### src/rtl/perceptron_host_driver.sv
// Host-side initiator for the perceptron core: sends a header plus N_FEAT feature
// bytes over a valid/ready link, then waits for the core's result byte or a timeout.
module perceptron_host_driver #(
  parameter int N_FEAT  = 4,
  parameter int TIMEOUT = 255
) (
  input  logic                  clk,
  input  logic                  rst,
  input  logic                  start,
  input  logic [8*N_FEAT-1:0]   feat_in,
  output logic                  busy,
  output logic [7:0]            tx_data,
  output logic                  tx_valid,
  input  logic                  tx_ready,
  input  logic [7:0]            rx_data,
  input  logic                  rx_valid,
  output logic [7:0]            result,
  output logic                  result_valid,
  output logic                  timeout
);

  typedef enum logic [1:0] {IDLE, SEND_HDR, SEND_FEAT, WAIT_RES} state_t;

  localparam logic [7:0] HDR_BYTE = {4'hA, 4'(N_FEAT)};
  localparam logic [3:0] IDX_LAST = 4'(N_FEAT - 1);
  localparam logic [7:0] CNT_LAST = 8'(TIMEOUT - 1);

  state_t                state_reg, state_next;
  logic [8*N_FEAT-1:0]   shadow_reg, shadow_next;
  logic [7:0]            tx_data_reg, tx_data_next;
  logic                  tx_valid_reg, tx_valid_next;
  logic [3:0]            idx_reg, idx_next;
  logic [7:0]            cnt_reg, cnt_next;
  logic [7:0]            result_reg, result_next;
  logic                  result_valid_reg, result_valid_next;
  logic                  timeout_reg, timeout_next;
  logic                  busy_reg, busy_next;
  logic                  xfer;

  assign xfer = tx_valid_reg && tx_ready;

  always_ff @(posedge clk) begin
    if (rst) begin
      state_reg        <= IDLE;
      shadow_reg       <= '0;
      tx_data_reg      <= 8'd0;
      tx_valid_reg     <= 1'b0;
      idx_reg          <= 4'd0;
      cnt_reg          <= 8'd0;
      result_reg       <= 8'd0;
      result_valid_reg <= 1'b0;
      timeout_reg      <= 1'b0;
      busy_reg         <= 1'b0;
    end else begin
      state_reg        <= state_next;
      shadow_reg       <= shadow_next;
      tx_data_reg      <= tx_data_next;
      tx_valid_reg     <= tx_valid_next;
      idx_reg          <= idx_next;
      cnt_reg          <= cnt_next;
      result_reg       <= result_next;
      result_valid_reg <= result_valid_next;
      timeout_reg      <= timeout_next;
      busy_reg         <= busy_next;
    end
  end

  // The shadow acts as a shift register: the next feature byte is always in its low byte.
  always_comb begin
    state_next        = state_reg;
    shadow_next       = shadow_reg;
    tx_data_next      = tx_data_reg;
    tx_valid_next     = tx_valid_reg;
    idx_next          = idx_reg;
    cnt_next          = cnt_reg;
    result_next       = result_reg;
    result_valid_next = 1'b0;
    timeout_next      = 1'b0;
    busy_next         = 1'b1;

    unique case (state_reg)
      IDLE: begin
        busy_next = 1'b0;
        if (start) begin
          shadow_next   = feat_in;
          tx_data_next  = HDR_BYTE;
          tx_valid_next = 1'b1;
          busy_next     = 1'b1;
          state_next    = SEND_HDR;
        end
      end
      SEND_HDR: begin
        if (xfer) begin
          tx_data_next = shadow_reg[7:0];
          shadow_next  = shadow_reg >> 8;
          idx_next     = 4'd0;
          state_next   = SEND_FEAT;
        end
      end
      SEND_FEAT: begin
        if (xfer) begin
          if (idx_reg != IDX_LAST) begin
            idx_next     = idx_reg + 4'd1;
            tx_data_next = shadow_reg[7:0];
            shadow_next  = shadow_reg >> 8;
          end else begin
            tx_valid_next = 1'b0;
            cnt_next      = 8'd0;
            state_next    = WAIT_RES;
          end
        end
      end
      WAIT_RES: begin
        // busy stays high through the pulse cycle, so it is left at its default here.
        if (rx_valid) begin
          result_next       = rx_data;
          result_valid_next = 1'b1;
          state_next        = IDLE;
        end else if (cnt_reg == CNT_LAST) begin
          timeout_next = 1'b1;
          state_next   = IDLE;
        end else begin
          cnt_next = cnt_reg + 8'd1;
        end
      end
      default: state_next = IDLE;
    endcase
  end

  assign busy         = busy_reg;
  assign tx_data      = tx_data_reg;
  assign tx_valid     = tx_valid_reg;
  assign result       = result_reg;
  assign result_valid = result_valid_reg;
  assign timeout      = timeout_reg;

endmodule
### config.mk
export PLATFORM = sky130hd
export DESIGN_NAME = perceptron_host_driver
export DESIGN_NICKNAME = d
export VERILOG_FILES = /design/src/rtl/perceptron_host_driver.sv
export SDC_FILE = /design/constraint.sdc
export NUM_CORES = 1
export LEC_CHECK = 0
export CAP_MARGIN = 20
export CORE_ASPECT_RATIO = 1.5
export CORE_MARGIN = 5
export CORE_UTILIZATION = 35
export DETAILED_ROUTE_END_ITERATION = 10
export PLACE_DENSITY = 0.71
export SYNTH_ARGS = -nofsm -noshare
export SYNTH_HDL_FRONTEND = slang
export SYNTH_SLANG_ARGS = --single-unit
export TNS_END_PERCENT = 10
### constraint.sdc
create_clock -name clk -period 1.9 [get_ports clk]
set_input_delay 0.285 -clock clk [delete_from_list [all_inputs] [get_ports clk]]
set_output_delay 0.285 -clock clk [all_outputs]
set_load 0.05 [all_outputs]
Yosys cells after proc, flatten, opt, wreduce, memory -nomap -nowiden
Cells that the tools add are included.
- equal/unequal tests: 13
- muxes and demuxes: 34
- add/subtract/negate cells: 2
- reductions and logical operators: 14
- bitwise logic cells: 1
- operators with widths (cell ; count):
    $mux W32 ; 4
    $pmux W32 S3 ; 1
    $mux W8 ; 8
    $pmux W8 S3 ; 1
    $pmux W8 S2 ; 1
    $reduce_and A5 Y1 ; 3
    $ne A2 B2 Y1 const B ; 7
    $mux W2 ; 6
    $mux W4 ; 3
    $add A8 B1 Y8 const B ; 1
    $eq A8 B8 Y1 const B ; 1
    $pmux W2 S4 ; 1
    $pmux W4 S2 ; 1
    $reduce_and A4 Y1 ; 2
    $mux W1 ; 7
    $reduce_bool A2 Y1 ; 3
    $add A4 B1 Y4 const B ; 1
    $eq A2 B2 Y1 const B ; 2
    $ne A4 B2 Y1 const B ; 1
    $ne A3 B3 Y1 const B ; 1
    $reduce_bool A3 Y1 ; 1
    $reduce_or A3 Y1 ; 1
    $eq A2 B1 Y1 const B ; 1
    $logic_not A2 Y1 ; 1
    other kinds (5) ; 5
- register bits: 66
- output and inout port bits: 20
- input bits: 45

Depth between registers and ports, before layout
- word-level depth: 4
- mapped depth: 8
- mapped depth without buffers: 6

Worst setup path after synthesis
OpenSTA, ideal clock, no wires.
- path kind: reg-to-reg
- start: reg tx_valid_reg, in the netlist tx_valid
- end: reg tx_data_reg[0], in the netlist tx_data[0]
- cell stages (with the launch flop): 7
- setup slack: -0.045 ns
- path buffers: 2
- arrival: 1.813 ns
- clock period less this slack: 1.945 ns
- data required time: 1.768 ns
- setup time: 0.132 ns
- path through: dfxtp_1 a2bb2oi_1 or4_1 clkbuf_2 buf_2 nand2_1 a21oi_1
- cells in the longest elaborated chain, start to end: 3
- elaborated cells on any way between the ends: 4
- classes of those cells: 2 x eq/ne; 2 x reduce/logical
- ends and longest elaborated chain (item ; RTL line ; source):
    start: declaration ; 31 ; logic tx_valid_reg, tx_valid_next;
    start signal: assignment ; 58 ; tx_valid_reg <= tx_valid_next;
    $logic_and A1 B1 Y1 * ; 40 ; assign xfer = tx_valid_reg && tx_ready;
    $ne A2 B2 Y1 (no line) ; - ;
    $reduce_and A5 Y1 (no line) * ; - ;
    end signal: assignment ; 57 ; tx_data_reg <= tx_data_next;
    end: declaration ; 30 ; logic [7:0] tx_data_reg, tx_data_next;
Every way passes the cells marked *; elsewhere a longest branch is shown, timed or not.
A chain may end at the register's enable or synchronous reset.

Worst setup path in the final report
- start: reg state_reg[0]
- end: reg shadow_reg[2]
- cells in the longest elaborated chain, start to end: 3
- elaborated cells on any way between the ends: 10
- classes of those cells: 6 x eq/ne; 1 x mux; 3 x reduce/logical
- ends and longest elaborated chain (item ; RTL line ; source):
    start: declaration ; 28 ; state_t state_reg, state_next;
    start signal: assignment ; 55 ; state_reg <= state_next;
    $eq A2 B2 Y1 (tied with other cells) ; 81 ; unique case (state_reg)
    $ne A2 B2 Y1 (no line) or $reduce_bool A3 Y1 (tied branches) ; - ;
    $reduce_and A5 Y1 (no line) ; - ;
    end signal: assignment ; 56 ; shadow_reg <= shadow_next;
    end: declaration ; 29 ; logic [8*N_FEAT-1:0] shadow_reg, shadow_next;
Several ways; a longest one is shown, not always the timed one.

==> results.txt <==
----------------------------------------------------
[Detailed routing]
  DRC viols ... 0
  Number of antenna-violating nets in the routed design ... 0
  Routed wire length per instance ... roughly 16 um
  Detailed-route vias per instance ... about 5.2
  Via count ... ~2,800
  Number of iterations in the first detailed-routing pass ... 4
  Routed wire length ... about 8600 um
  Starting DRC count in detailed routing ... approximately 110

[Die]
  Vertical extent of the die ... 126 um
  # IOs ... between 60 and 70
  Die Width ... around 87 um
  Total Die Area ... roughly 11,000 um^2
  Starting density of the core ... approximately 36%
  Cell row count ... 42
  Core area ... 8780 um^2

[Status]
  Outcome ... finished, final reports clean

[Layout]
  Filler-free cell count of the finished design ... ~530
  Share of post-route cells with drive strength above 1 ... 22.1%
  Number of nets in the layout ... about 470
  Filler cell count in the final layout ... 770
  Flip-flop count of the largest register, all copies and words added ... 32
  Diodes inserted ... 0
  Post-Layout Inst Area ... 4500 um^2
  Core utilization of the finished layout ... approximately half
  P&R area growth vs syn ... 44.5%

[Logic synthesis]
  Post-Syn Area ... a little over 3000 um^2
  Top cell type's share of synthesized area ... 42.4%
  EDFF count, synth ... 0
  Post-synthesis average cell area ... about 9.3 um^2
  Yosys warns ... 0
  Most frequent cell after synthesis ... sky130_fd_sc_hd__dfxtp_1
  List of most frequent post-synthesis cells ... sky130_fd_sc_hd__dfxtp_1 (66), sky130_fd_sc_hd__nand2_1 (39), sky130_fd_sc_hd__nor2_1 (32), sky130_fd_sc_hd__a21oi_1 (31), sky130_fd_sc_hd__mux2i_1 (26)
  Top_reg_cell synth ... sky130_fd_sc_hd__dfxtp_1
  Net count of the mapped netlist ... just under 400
  Share of the yosys chip area belonging to registers ... between 40% and 50%
  Yosys cell types ... 49
  Total of flip-flops plus latches after synthesis ... 66
  Post-synthesis cell type with the largest combined area ... sky130_fd_sc_hd__dfxtp_1
  Share of synthesized registers carrying an async set or reset ... 0%
  Count of mapped cells out of synthesis ... around 330
  Top cells by area, synth ... sky130_fd_sc_hd__dfxtp_1 (42%), sky130_fd_sc_hd__mux2i_1 (8.4%), sky130_fd_sc_hd__a211oi_2 (8.0%)

[CTS]
  CTS sink count ... between 60 and 70
  Worst-case clock buffer depth ... 2
  Number of buffers created by CTS ... 9
  Worst-skew pair later-pin latency ... around 0.34 ns
  Buffer type at the clock tree root ... sky130_fd_sc_hd__clkbuf_16
  Total number of H-tree levels ... 3
  Clock slew at the register clock pins of the worst setup and hold paths ... ~0.060 ns
  TritonCTS clock tree ... done

[Worst setup path]
  Critical Path RT ... 2.15 ns
  Critical-path cell list ... buf_4 > ha_2 > a2bb2oi_2 > buf_4 > nor4_4 > buf_6 > clkbuf_16 > nor2_1 > a211oi_2
  Crit path capture type ... flop
  Slowest Stage Delay on Critical Path ... 0.33 ns
  Most frequent cell on the critical path ... sky130_fd_sc_hd__buf_4
  Crit Reg-Reg Startpoint ... state_reg[0]$_SDFFE_PP0P_
  CP Max Fanout ... 8
  Sum of buffers and inverters on the critical path ... 4
  Crit path max-delay family ... buffers and inverters
  Crit path DAT ... between 2 and 2.5 ns
  Launching element type of the critical path ... flop
  Beginning of the critical path ... state_reg[0]$_SDFFE_PP0P_
  Worst setup path category ... flop to flop
  Reg-to-reg setup timing slack ... 0.01 ns
  Slowest stage cell, crit path ... sky130_fd_sc_hd__dfxtp_2

[Timing]
  Transition time at the pin with the least slew margin ... between 0.5 and 0.6 ns
  Achievable frequency ... 530 MHz
  Slew Limit Headroom ... 65.0%
  Number of slew-limit violations in the final report ... 0
  Count of final setup violators ... 0
  Shortest clock period the worst path allows after layout ... 1.89 ns
  Layout Skew ... approximately 0.0050 ns
  Part of the cycle the worst path needs ... slightly below 100%
  Setup TNS after final layout ... 0 ns
  Fin. Hold Viols ... 0

[Power]
  Logic gate share of total power ... 52.6%
  Internal ... between 0.004 and 0.005 W
  Net switching fraction of the power ... a little under two fifths
  P_leak ... approximately 1.7 nW
  Fraction of power consumed by the clock network ... roughly 23%
  Part of the total power dissipated in sequential elements ... between 20 and 25%
  Maximum vdd drop ... roughly 1.1 mV
  Power Total ... around 0.008 W
  Net switching power ... between 0.002 and 0.003 W
  Total power density per cell area ... between 1500 and 2000 nW/um^2

[Hold path]
  Hold Path Class ... input port to flop
  Hold_sp ... rst

[GRT]
  Antenna violations before repair ... 0
  Global-route wire length before repair ... between 10,000 and 15,000 um
  Number of global-route vias before repair ... about 2,700
  GRT Total Usage ... roughly 15%
  Maximum number of pins on one net before global-route repair ... 42
  GR Overflow Total ... 0

[Run]
  Maximum capacitance violations ... 0

[Placed design]
  Buffers on Ports ... 64
  Final weighted congestion of routability-driven global placement ... 0.827
  Post-detail-place hpwl ... approximately 5300 um
  Cell area after placement ... 3940 um^2
  Cell count after placement ... roughly 510

----------------------------------------------------
power groups by stage:
stage,combinational [W],clock [W],sequential [W]
2_1_floorplan,0.00235,0,0.00214
3_3_place_gp,0.00316,0,0.00197
3_5_place_dp,0.00325,0,0.00197
4_1_cts,0.00359,0.00181,0.00196
5_1_grt,0.00444,0.00188,0.00201
6_report,0.00418,0.00179,0.00198
cell type report:
type	count	area, um^2	area share (%)
Clock buffer	10	229	5.09
Clock inverter	6	90.1	2.00
Inverter	6	22.5	0.500
Multi-Input combinational cell	239	1700	37.8
Sequential cell	66	1330	29.5
Tap cell	110	138	3.06
Timing Repair Buffer	94	995	22.1
metal layers:
metal / track usage (%) / wire length, um
met1: 16.3 / 3320
met2: 25.1 / 4570
met3: 3.62 / 515
met4: 6.79 / 157
met5: 0 / 0
worst paths after layout:
check                               end  cells past startpoint
max          shadow_reg[2]$_SDFFE_PP0P_                      9
min             result_valid$_SDFF_PP0_                      2
max reg2reg  shadow_reg[2]$_SDFFE_PP0P_                      9
min reg2reg      result[0]$_SDFFE_PP0P_                      2
logic make-up (layout without fill, tap and decap cells):
group | after synthesis | in the layout | share of synthesized area [%]
xor gates and xnor gates | 1 | 1 | 0.281
muxes | 26 | 26 | 8.35
buffers and inverters | 29 | 116 | 4.98
AOI/OAI and AO/OA | 79 | 79 | 19.8
DFF | 66 | 66 | 42.4
adders and majority gates | 8 | 8 | 3.21
and+or+nand+nor | 125 | 125 | 20.9
placed cells by master (no fill, tap or decap), types with 4 or more instances in the layout:
cell and instances:
sky130_fd_sc_hd__a21oi_1 30, sky130_fd_sc_hd__nand2_1 39, sky130_fd_sc_hd__ha_1 4, sky130_fd_sc_hd__mux2i_1 26, sky130_fd_sc_hd__and2_1 4, sky130_fd_sc_hd__inv_1 4
sky130_fd_sc_hd__clkbuf_16 13, sky130_fd_sc_hd__nor2_1 32, sky130_fd_sc_hd__clkdlybuf4s50_1 61, sky130_fd_sc_hd__nand3_1 6, sky130_fd_sc_hd__dfxtp_1 63, sky130_fd_sc_hd__nor3_1 4
sky130_fd_sc_hd__nand3b_1 8, sky130_fd_sc_hd__buf_4 21, sky130_fd_sc_hd__a211oi_2 22, sky130_fd_sc_hd__o21ai_0 4
what timing repair did:
item / 4_1_cts / 5_1_grt
buffers inserted: 2 / 0
cloned: 2 / 5
hold endpoints to repair: 0 / 0
setup endpoints to repair: 40 / 47
hold buffers: 0 / 0
gates resized for setup: 6 / 18
pin swaps: 1 / 11
stage by stage:
step	setup WS [ns]	hold WS (ns)
6_report	0.0134	0.320
2_1_floorplan	0.0348	0.421
3_3_place_gp	-0.103	0.439
3_5_place_dp	-0.166	0.449
5_1_grt	-0.0520	0.336
4_1_cts	-0.0451	0.316
worst reg2reg max path, delay by kind of cell, from the launching register on:
family	cells	cell delay [ns]
AOI/OAI and AO/OA	2	0.35
adders and majority gates	1	0.19
buffers and inverters	4	0.66
DFF	1	0.33
and+or+nand+nor	2	0.27
Note: power is estimated with default switching activity, not from simulation.
